**config.mk**
```make
export PLATFORM = sky130hd
export DESIGN_NAME = issue_sched_flat
export DESIGN_NICKNAME = d
export VERILOG_FILES = /design/src/rtl/issue_sched_pkg.sv /design/src/rtl/issue_sched_if.sv /design/src/rtl/issue_sched_queue.sv /design/src/rtl/issue_sched.sv /design/src/flat_wrapper.sv
export SDC_FILE = /design/constraint.sdc
export NUM_CORES = 1
export LEC_CHECK = 0
export BUFFER_PORTS_ARGS = -buffer_cell sky130_fd_sc_hd__buf_4
export CORE_AREA = 2 2 211 213
export CTS_BUF_LIST = sky130_fd_sc_hd__clkbuf_4 sky130_fd_sc_hd__clkbuf_8
export CTS_CLUSTER_DIAMETER = 150
export DETAILED_ROUTE_END_ITERATION = 10
export DIE_AREA = 0 0 213 215
export HOLD_SLACK_MARGIN = 0.12
export PLACE_DENSITY = 0.66
export REMOVE_ABC_BUFFERS = 1
export SLEW_MARGIN = 5
export SYNTH_ARGS = -nofsm -noshare
export SYNTH_HDL_FRONTEND = slang
export SYNTH_SLANG_ARGS = --single-unit
```
**constraint.sdc**
```tcl
create_clock -name clk -period 8.5 [get_ports clk]
set_clock_uncertainty 0.1 [all_clocks]
set_input_delay 0.85 -clock clk [delete_from_list [all_inputs] [get_ports clk]]
set_output_delay 0.85 -clock clk [all_outputs]
set_load 0.01 [all_outputs]
```
**src/rtl/issue_sched_pkg.sv**
```systemverilog
// Shared definitions for the issue scheduler: default sizes, slot ids,
// issue-count encoding and a small popcount helper.
package issue_sched_pkg;

    localparam int ISSQ_DEPTH   = 4;
    localparam int PC_BUS       = 32;
    localparam int REG_ADDR_BUS = 5;

    localparam int ISS_SLOT_A = 0;
    localparam int ISS_SLOT_B = 1;

    // Instructions issued in one cycle; also the queue pop amount.
    typedef enum logic [1:0] {
        ISS_NONE = 2'd0,
        ISS_ONE  = 2'd1,
        ISS_TWO  = 2'd2
    } iss_cnt_e;

    // Number of set bits in a 2-bit valid vector.
    function automatic logic [1:0] pop2(input logic [1:0] v);
        return {v[1] & v[0], v[1] ^ v[0]};
    endfunction

endpackage

```
**src/rtl/issue_sched_if.sv**
```systemverilog
// Decode-to-scheduler and scheduler-to-FAB signal bundle.
// master: decode/pipeline side; slave: issue_sched.
interface issue_sched_if #(
    parameter int QDEPTH = 4,
    parameter int PC_W   = 32,
    parameter int RA_W   = 5
);
    localparam int IW = $clog2(QDEPTH);

    logic [1:0]      enq_valid;
    logic [PC_W-1:0] enq_pc0;
    logic [PC_W-1:0] enq_pc1;
    logic [PC_W-1:0] enq_npc0;
    logic [PC_W-1:0] enq_npc1;
    logic [RA_W-1:0] enq_rs1_0;
    logic [RA_W-1:0] enq_rs2_0;
    logic [RA_W-1:0] enq_rd_0;
    logic [RA_W-1:0] enq_rs1_1;
    logic [RA_W-1:0] enq_rs2_1;
    logic [RA_W-1:0] enq_rd_1;
    logic [1:0]      enq_we;
    logic [1:0]      enq_br;
    logic            enq_ready;
    logic            stop;
    logic            flush;
    logic [1:0]      iss_valid;
    logic [PC_W-1:0] iss_pc0;
    logic [PC_W-1:0] iss_pc1;
    logic [PC_W-1:0] iss_npc0;
    logic [PC_W-1:0] iss_npc1;
    logic [IW-1:0]   iss_idx0;
    logic [IW-1:0]   iss_idx1;
    logic            iss_num0;
    logic            iss_num1;

    modport master (
        output enq_valid, enq_pc0, enq_pc1, enq_npc0, enq_npc1,
        output enq_rs1_0, enq_rs2_0, enq_rd_0,
        output enq_rs1_1, enq_rs2_1, enq_rd_1,
        output enq_we, enq_br, stop, flush,
        input  enq_ready, iss_valid, iss_pc0, iss_pc1,
        input  iss_npc0, iss_npc1, iss_idx0, iss_idx1,
        input  iss_num0, iss_num1
    );

    modport slave (
        input  enq_valid, enq_pc0, enq_pc1, enq_npc0, enq_npc1,
        input  enq_rs1_0, enq_rs2_0, enq_rd_0,
        input  enq_rs1_1, enq_rs2_1, enq_rd_1,
        input  enq_we, enq_br, stop, flush,
        output enq_ready, iss_valid, iss_pc0, iss_pc1,
        output iss_npc0, iss_npc1, iss_idx0, iss_idx1,
        output iss_num0, iss_num1
    );

endinterface

```
**src/rtl/issue_sched_queue.sv**
```systemverilog
// Dual-write / dual-read circular issue queue (pointers, count, flush).
// Ports: clk, rst, flush, push[1:0], wdata0/1, pop (0..2) in;
//        rdata0/1 (head, head+1), head/head1 idx, count, ready out.
module issue_sched_queue
    import issue_sched_pkg::*;
#(
    parameter int QDEPTH = 4,
    parameter int W      = 8,
    localparam int IW    = $clog2(QDEPTH),
    localparam int CW    = $clog2(QDEPTH + 1)
) (
    input  logic          clk,
    input  logic          rst,
    input  logic          flush,
    input  logic [1:0]    push,
    input  logic [W-1:0]  wdata0,
    input  logic [W-1:0]  wdata1,
    input  logic [1:0]    pop,
    output logic [W-1:0]  rdata0,
    output logic [W-1:0]  rdata1,
    output logic [IW-1:0] head,
    output logic [IW-1:0] head1,
    output logic [CW-1:0] count,
    output logic          ready
);

    logic [W-1:0]  mem [QDEPTH];
    logic [IW-1:0] tail;
    logic [IW-1:0] tail1;
    logic [1:0]    acc;
    logic [1:0]    n_push;

    // Room for a full pair is required before anything is taken.
    assign ready  = count <= CW'(QDEPTH - 2);
    assign acc    = push & {2{ready & ~flush}};
    assign n_push = pop2(acc);
    assign head1  = head + IW'(1);
    assign tail1  = tail + IW'(1);
    assign rdata0 = mem[head];
    assign rdata1 = mem[head1];

    always_ff @(posedge clk) begin
        if (acc[0]) mem[tail]  <= wdata0;
        if (acc[1]) mem[tail1] <= wdata1;
    end

    always_ff @(posedge clk or posedge rst) begin
        if (rst) begin
            head  <= '0;
            tail  <= '0;
            count <= '0;
        end else if (flush) begin
            head  <= tail;
            count <= '0;
        end else begin
            head  <= head + IW'(pop);
            tail  <= tail + IW'(n_push);
            count <= count + CW'(n_push) - CW'(pop);
        end
    end

endmodule

```
**src/rtl/issue_sched.sv**
```systemverilog
// Dual-issue scheduler: in-order issue from a small queue to FAB0/FAB1
// with a one-cycle busy scoreboard (no forwarding) and the FAB num bit.
// Ports: clk, rst (async, active-high); bus = issue_sched_if.slave
//        (enq_* / stop / flush in, enq_ready / iss_* out).
// Build option: DUAL_ISSUE_EN enables slot-B issue and the seq toggle.
module issue_sched
    import issue_sched_pkg::*;
#(
    parameter int QDEPTH = ISSQ_DEPTH,
    parameter int PC_W   = PC_BUS,
    parameter int RA_W   = REG_ADDR_BUS
) (
    input  logic         clk,
    input  logic         rst,
    issue_sched_if.slave bus
);

    localparam int IW = $clog2(QDEPTH);
    localparam int CW = $clog2(QDEPTH + 1);

    typedef struct packed {
        logic [PC_W-1:0] pc;
        logic [PC_W-1:0] npc;
        logic [RA_W-1:0] rs1;
        logic [RA_W-1:0] rs2;
        logic [RA_W-1:0] rd;
        logic            we;
        logic            br;
    } entry_t;

    typedef struct packed {
        logic            valid;
        logic [RA_W-1:0] rd;
    } sb_t;

    localparam int EW = $bits(entry_t);

    entry_t        e_in0;
    entry_t        e_in1;
    entry_t        ent_a;
    entry_t        ent_b;
    logic [EW-1:0] rd_a;
    logic [EW-1:0] rd_b;
    logic [IW-1:0] idx_a;
    logic [IW-1:0] idx_b;
    logic [CW-1:0] count;
    logic          q_ready;
    iss_cnt_e      n_iss;
    sb_t           sb [2];
    logic          hz_a;
    logic          hz_b;
    logic          raw;
    logic          waw;
    logic          b_ok;
    logic          iss_a;
    logic          iss_b;
    logic          seq;
    logic          unused_bits;

    assign e_in0 = '{pc: bus.enq_pc0, npc: bus.enq_npc0,
                     rs1: bus.enq_rs1_0, rs2: bus.enq_rs2_0,
                     rd: bus.enq_rd_0, we: bus.enq_we[0],
                     br: bus.enq_br[0]};
    assign e_in1 = '{pc: bus.enq_pc1, npc: bus.enq_npc1,
                     rs1: bus.enq_rs1_1, rs2: bus.enq_rs2_1,
                     rd: bus.enq_rd_1, we: bus.enq_we[1],
                     br: bus.enq_br[1]};

    issue_sched_queue #(
        .QDEPTH(QDEPTH),
        .W     (EW)
    ) u_queue (
        .clk   (clk),
        .rst   (rst),
        .flush (bus.flush),
        .push  (bus.enq_valid),
        .wdata0(e_in0),
        .wdata1(e_in1),
        .pop   (n_iss),
        .rdata0(rd_a),
        .rdata1(rd_b),
        .head  (idx_a),
        .head1 (idx_b),
        .count (count),
        .ready (q_ready)
    );

    assign ent_a = entry_t'(rd_a);
    assign ent_b = entry_t'(rd_b);

    // A source is blocked while last cycle's producer is still
    // in the FAB register; x0 is never busy.
    always_comb begin
        hz_a = 1'b0;
        hz_b = 1'b0;
        for (int i = 0; i < 2; i++) begin
            if (sb[i].valid && sb[i].rd != '0) begin
                if (sb[i].rd == ent_a.rs1 || sb[i].rd == ent_a.rs2)
                    hz_a = 1'b1;
                if (sb[i].rd == ent_b.rs1 || sb[i].rd == ent_b.rs2)
                    hz_b = 1'b1;
            end
        end
    end

    // Intra-pair hazards: B cannot see A's result in the same cycle,
    // and two writers of one rd would race in the regfile.
    assign raw = ent_a.we && ent_a.rd != '0 &&
                 (ent_a.rd == ent_b.rs1 || ent_a.rd == ent_b.rs2);
    assign waw = ent_a.we && ent_b.we &&
                 ent_a.rd == ent_b.rd && ent_a.rd != '0;

    assign iss_a = count >= CW'(1) && !bus.stop &&
                   !bus.flush && !hz_a;
    assign b_ok  = count >= CW'(2) && !ent_a.br &&
                   !hz_b && !raw && !waw;

`ifdef DUAL_ISSUE_EN
    assign iss_b       = iss_a && b_ok;
    assign unused_bits = ent_b.br;
`else
    assign iss_b       = 1'b0;
    assign unused_bits = ^{ent_b.br, b_ok};
`endif

    assign n_iss = iss_cnt_e'({iss_a & iss_b, iss_a ^ iss_b});

    // Mirrors the FAB one-cycle register: holds under stop.
    always_ff @(posedge clk or posedge rst) begin
        if (rst) begin
            sb[ISS_SLOT_A] <= '0;
            sb[ISS_SLOT_B] <= '0;
        end else if (!bus.stop) begin
            sb[ISS_SLOT_A] <= '{valid: iss_a & ent_a.we,
                                rd: ent_a.rd};
            sb[ISS_SLOT_B] <= '{valid: iss_b & ent_b.we,
                                rd: ent_b.rd};
        end
    end

`ifdef DUAL_ISSUE_EN
    // A single issue leaves the older FAB holding the odd one out,
    // so the ordering bit swaps sides.
    always_ff @(posedge clk or posedge rst) begin
        if (rst)
            seq <= 1'b0;
        else if (n_iss == ISS_ONE)
            seq <= ~seq;
    end
`else
    assign seq = 1'b0;
`endif

    assign bus.enq_ready = q_ready;
    assign bus.iss_valid = {iss_b, iss_a};
    assign bus.iss_pc0   = iss_a ? ent_a.pc  : '0;
    assign bus.iss_npc0  = iss_a ? ent_a.npc : '0;
    assign bus.iss_idx0  = iss_a ? idx_a     : '0;
    assign bus.iss_num0  = iss_a & seq;
    assign bus.iss_pc1   = iss_b ? ent_b.pc  : '0;
    assign bus.iss_npc1  = iss_b ? ent_b.npc : '0;
    assign bus.iss_idx1  = iss_b ? idx_b     : '0;
    assign bus.iss_num1  = iss_b & ~seq;

endmodule

```
**src/flat_wrapper.sv**
```systemverilog
// flat-port wrapper written by rule: the top's interface ports become plain ports
module issue_sched_flat import issue_sched_pkg::*;
#(
    parameter int QDEPTH = ISSQ_DEPTH,
    parameter int PC_W   = PC_BUS,
    parameter int RA_W   = REG_ADDR_BUS
)
  (clk, rst, bus_enq_valid, bus_enq_pc0, bus_enq_pc1, bus_enq_npc0, bus_enq_npc1, bus_enq_rs1_0, bus_enq_rs2_0, bus_enq_rd_0, bus_enq_rs1_1, bus_enq_rs2_1, bus_enq_rd_1, bus_enq_we, bus_enq_br, bus_stop, bus_flush, bus_enq_ready, bus_iss_valid, bus_iss_pc0, bus_iss_pc1, bus_iss_npc0, bus_iss_npc1, bus_iss_idx0, bus_iss_idx1, bus_iss_num0, bus_iss_num1);
  issue_sched_if #(.QDEPTH(QDEPTH), .PC_W(PC_W), .RA_W(RA_W)) bus_i ();
  input  logic clk;
  input  logic rst;
  input wire logic [$bits(bus_i.enq_valid)-1:0] bus_enq_valid;
  input wire logic [$bits(bus_i.enq_pc0)-1:0] bus_enq_pc0;
  input wire logic [$bits(bus_i.enq_pc1)-1:0] bus_enq_pc1;
  input wire logic [$bits(bus_i.enq_npc0)-1:0] bus_enq_npc0;
  input wire logic [$bits(bus_i.enq_npc1)-1:0] bus_enq_npc1;
  input wire logic [$bits(bus_i.enq_rs1_0)-1:0] bus_enq_rs1_0;
  input wire logic [$bits(bus_i.enq_rs2_0)-1:0] bus_enq_rs2_0;
  input wire logic [$bits(bus_i.enq_rd_0)-1:0] bus_enq_rd_0;
  input wire logic [$bits(bus_i.enq_rs1_1)-1:0] bus_enq_rs1_1;
  input wire logic [$bits(bus_i.enq_rs2_1)-1:0] bus_enq_rs2_1;
  input wire logic [$bits(bus_i.enq_rd_1)-1:0] bus_enq_rd_1;
  input wire logic [$bits(bus_i.enq_we)-1:0] bus_enq_we;
  input wire logic [$bits(bus_i.enq_br)-1:0] bus_enq_br;
  input wire logic [$bits(bus_i.stop)-1:0] bus_stop;
  input wire logic [$bits(bus_i.flush)-1:0] bus_flush;
  output wire logic [$bits(bus_i.enq_ready)-1:0] bus_enq_ready;
  output wire logic [$bits(bus_i.iss_valid)-1:0] bus_iss_valid;
  output wire logic [$bits(bus_i.iss_pc0)-1:0] bus_iss_pc0;
  output wire logic [$bits(bus_i.iss_pc1)-1:0] bus_iss_pc1;
  output wire logic [$bits(bus_i.iss_npc0)-1:0] bus_iss_npc0;
  output wire logic [$bits(bus_i.iss_npc1)-1:0] bus_iss_npc1;
  output wire logic [$bits(bus_i.iss_idx0)-1:0] bus_iss_idx0;
  output wire logic [$bits(bus_i.iss_idx1)-1:0] bus_iss_idx1;
  output wire logic [$bits(bus_i.iss_num0)-1:0] bus_iss_num0;
  output wire logic [$bits(bus_i.iss_num1)-1:0] bus_iss_num1;
  assign bus_i.enq_valid = bus_enq_valid;
  assign bus_i.enq_pc0 = bus_enq_pc0;
  assign bus_i.enq_pc1 = bus_enq_pc1;
  assign bus_i.enq_npc0 = bus_enq_npc0;
  assign bus_i.enq_npc1 = bus_enq_npc1;
  assign bus_i.enq_rs1_0 = bus_enq_rs1_0;
  assign bus_i.enq_rs2_0 = bus_enq_rs2_0;
  assign bus_i.enq_rd_0 = bus_enq_rd_0;
  assign bus_i.enq_rs1_1 = bus_enq_rs1_1;
  assign bus_i.enq_rs2_1 = bus_enq_rs2_1;
  assign bus_i.enq_rd_1 = bus_enq_rd_1;
  assign bus_i.enq_we = bus_enq_we;
  assign bus_i.enq_br = bus_enq_br;
  assign bus_i.stop = bus_stop;
  assign bus_i.flush = bus_flush;
  assign bus_enq_ready = bus_i.enq_ready;
  assign bus_iss_valid = bus_i.iss_valid;
  assign bus_iss_pc0 = bus_i.iss_pc0;
  assign bus_iss_pc1 = bus_i.iss_pc1;
  assign bus_iss_npc0 = bus_i.iss_npc0;
  assign bus_iss_npc1 = bus_i.iss_npc1;
  assign bus_iss_idx0 = bus_i.iss_idx0;
  assign bus_iss_idx1 = bus_i.iss_idx1;
  assign bus_iss_num0 = bus_i.iss_num0;
  assign bus_iss_num1 = bus_i.iss_num1;
  issue_sched #(.QDEPTH(QDEPTH), .PC_W(PC_W), .RA_W(RA_W)) u_core (.clk(clk), .rst(rst), .bus(bus_i));
endmodule
```
==> results.txt <==
Subtracting the final worst setup slack from the clock period gives 5290 ps. The first-pass detailed-route iteration total came out at 4. The placed instances occupy a cell area of 19300 µm². After clock tree synthesis, the setup repair step added 0 buffers. For this run, the number of Yosys warnings is 0. After the first detailed-routing iteration, the DRC count stood at 461. Dividing the detail-routed via count by the number of cells gives 5.01.

The maximum fanout along the worst path was 48; the antenna diode count was 0. Derived from the worst setup path, the maximum achievable clock frequency is 189 MHz. STA classifies the critical path endpoint as an output port. The number of cells on the worst reg-to-reg path is 15.

The logs give 3875 for the number of fill cells in the layout and 0.394 for the initial core utilization. The run finished with clean final reports. The worst-case IR drop observed on VDD is 0.000134 V. The initial antenna violation count was 0; the number of placement rows was 77. For the number of remaining DRC errors, the log shows 0. The share of cells above drive strength 1 came out at 0.569.

The routed length per instance is 21.9 µm. The synthesis-stage register bit count works out to 333. After legalization and detailed placement, the total HPWL measured 24500 µm. STA puts the critical path data arrival time at 4340 ps.

Measured along the y axis, the die boundary spans 215 µm. Average size of a mapped cell: 16.6 µm². The startpoint of the most critical register-to-register path is u_core.u_queue.head[1]. The finished cells cover 20500 µm². The critical path is of the register to output port type. Relative to the synthesized area, the layout overhead comes to 19.1%. Detailed routing inserted a total of 9583 vias.

The type of the tightest min-delay check is input pin to asynchronous set/reset pin. Clock-pin slew was measured on the worst setup and hold paths at 70 ps. The worst slew margin relative to its limit was 0.305; the largest net degree at the start of global routing was 57. The tools report the global-route wire length before repair as 62900 µm. Setup violations remaining at the end of the flow were counted as 0. After the last flow step, the layout net total stands at 1451.

The worst setup path is launched from a register. Adding up every negative setup slack in the final design gives 0 ps. The worst-case setup margin in the final layout came out at 3210 ps. For the sequential cell area fraction in the yosys report, the log shows 0.578.

The number of hold violations in the final report is 0. The run gives 7550 ps as the worst endpoint required time. The number of clock sinks seen by CTS was 333; the routed wire length was 41900 µm. The CTS H-tree depth came out at 2. The clock network latency to the later pin of the worst-skew pair is 640 ps. TritonCTS built the clock tree. The tools report the netlist area before placement as 17200 µm².

Measured along the x axis, the die boundary spans 213 µm. The total global routing overflow came out at 0. Endpoint of the most critical register-to-register path: u_core.u_queue.count[2]. Routability-driven placement finished with a final weighted congestion of 0.736. The count of hold-fix buffers inserted at cts came out at 0. The tools report the start point of the critical path as u_core.u_queue.head[1]. Number of I/O port buffers: 233. In the layout the commonest cells are 326 x mux2_2, 320 x edfxtp_1, 249 x buf_4, 74 x mux4_2, 69 x conb_1. Setup slack on the worst reg-to-reg path comes out at 3820 ps.

The placement-stage worst setup slack was 3690 ps; the post-synthesis cell count was 1033. Buffers inserted during clock tree synthesis total 58. In this run the remaining antenna-violating nets after routing total 0.

The floorplan core area came out at 43600 µm². The share of the clock period used by the worst path came out at 0.622. The most common library cell in the layout ignoring fill and taps was mux2_2.

The clock passes through at most 3 buffers. The number of global-route vias before repair is 10436, and the overall routing resource usage is 0.183. The tightest hold path in the finished design has a slack of 178 ps. Setup repair after global routing left no endpoint under its margin. The clock root buffer was clkbuf_8. 305 I/O pins were placed. After clock tree synthesis, the repair step resized 0 gates. The tools report the final-report max-slew violation count as 0. The tool flagged a number of max-cap violations equal to 0. For this design the ratio of total power to cell area is 273 nW/µm². For the static leakage, the log shows 7.38 nW. For the pin with the worst max-slew slack, the measured transition is 1040 ps. The synthesized netlist contains 31 unique library cells.

The floorplan step defined a die boundary enclosing 45800 µm².
worst max-delay path by stage:
stage                                 to  slack (ps)  cells after the start
2_1_floorplan  u_core.u_queue.mem[2][10]        -210                      5
3_3_place_gp     u_core.u_queue.count[2]        3720                     15
3_5_place_dp     u_core.u_queue.count[2]        3690                     15
4_1_cts                  bus_iss_idx0[0]        3020                     10
5_1_grt                  bus_iss_idx0[0]        2940                     10
6_report                 bus_iss_idx0[0]        3210                     10
metrics by stage:
stage | std cells | power [W] | utilization
after floorplan | 967 | 0.00365 | -
after global routing | 1913 | 0.00587 | 0.469
after detailed placement | 1808 | 0.00418 | 0.442
after global placement | 1808 | 0.00416 | 0.442
after CTS | 1913 | 0.00569 | 0.469
final | 1913 | 0.00559 | 0.469
kinds of logic (layout without fill, tap and decap cells):
kind of cell,Yosys count,count (layout),synth area share
DFF,333,333,0.578
xor gates and xnor gates,19,19,0.00968
and+or+nand+nor,103,103,0.0338
muxes,413,413,0.318
other,1,69,0.000218
AOI/OAI and AO/OA,11,11,0.00393
adders and majority gates,7,7,0.00553
buffers and inverters,146,366,0.0508
state kept, by name, indices dropped and copies added, names as in the netlist:
name	count
u_core.u_queue.tail	2
u_core.sb	6
u_core.u_queue.mem	320
u_core.u_queue.head	2
u_core.u_queue.count	3
metal layers:
layer  global-route usage  part of all wire  routed length [µm]  up-vias
li1                     -                 -                   -     4368
met1                0.229              0.42               17800     4870
met2                0.309              0.49               20600      285
met3               0.0494             0.067                2800       60
met4               0.0562             0.020                 829        0
met5                    0                 0                   0        -
synth_stat cells:
library cell,instances,area (µm²)
conb_1,1,3.75
o21ai_0,5,25.0
mux4_2,74,1670
nor2b_1,68,425
nor3_1,6,30.0
edfxtp_1,320,9610
o21ai_1,2,10.0
inv_2,1,3.75
inv_1,11,41.3
xnor2_1,14,123
dfrtp_1,13,325
fa_1,1,20.0
nor2_1,8,30.0
o211ai_2,1,12.5
mux2i_1,13,130
o22ai_1,1,6.26
buf_6,3,33.8
nand3_1,5,25.0
a21oi_1,1,5.00
buf_1,1,3.75
xor2_1,5,43.8
clkbuf_1,36,135
and2_1,2,12.5
nand2_1,12,45.0
buf_4,74,556
ha_1,6,75.1
a211o_1,1,8.76
buf_2,20,100
nand2b_1,1,6.26
nand3b_1,1,7.51
mux2_2,326,3670
power by group:
part	leakage [nW]	total, W	internal, W	switching, W
Clock	0.612	0.00149	0.000827	0.000660
Combinational	3.69	0.00174	0.000873	0.000871
Sequential	3.08	0.00236	0.00219	0.000171
Total	7.38	0.00559	0.00389	0.00170
layout make-up:
type	instances	area [µm²]	share of cell area
clock inverters	22	155	0.00758
clock buffers	83	1020	0.0497
inverters	12	45.0	0.00220
well taps	592	741	0.0362
multi-input cells	622	6700	0.327
repair buffers	249	1870	0.0913
flip-flops and latches	333	9940	0.486
critical path, cell delays in order, from the launching register on:
cell and delay (ps):
dfrtp_4 830, buf_4 750, mux4_2 440, xnor2_1 160, nand2_1 80, a211o_1 300, o211ai_4 80, buf_4 480
inv_2 120, ha_1 260, buf_4 160
(Power assumes the default switching activity.)
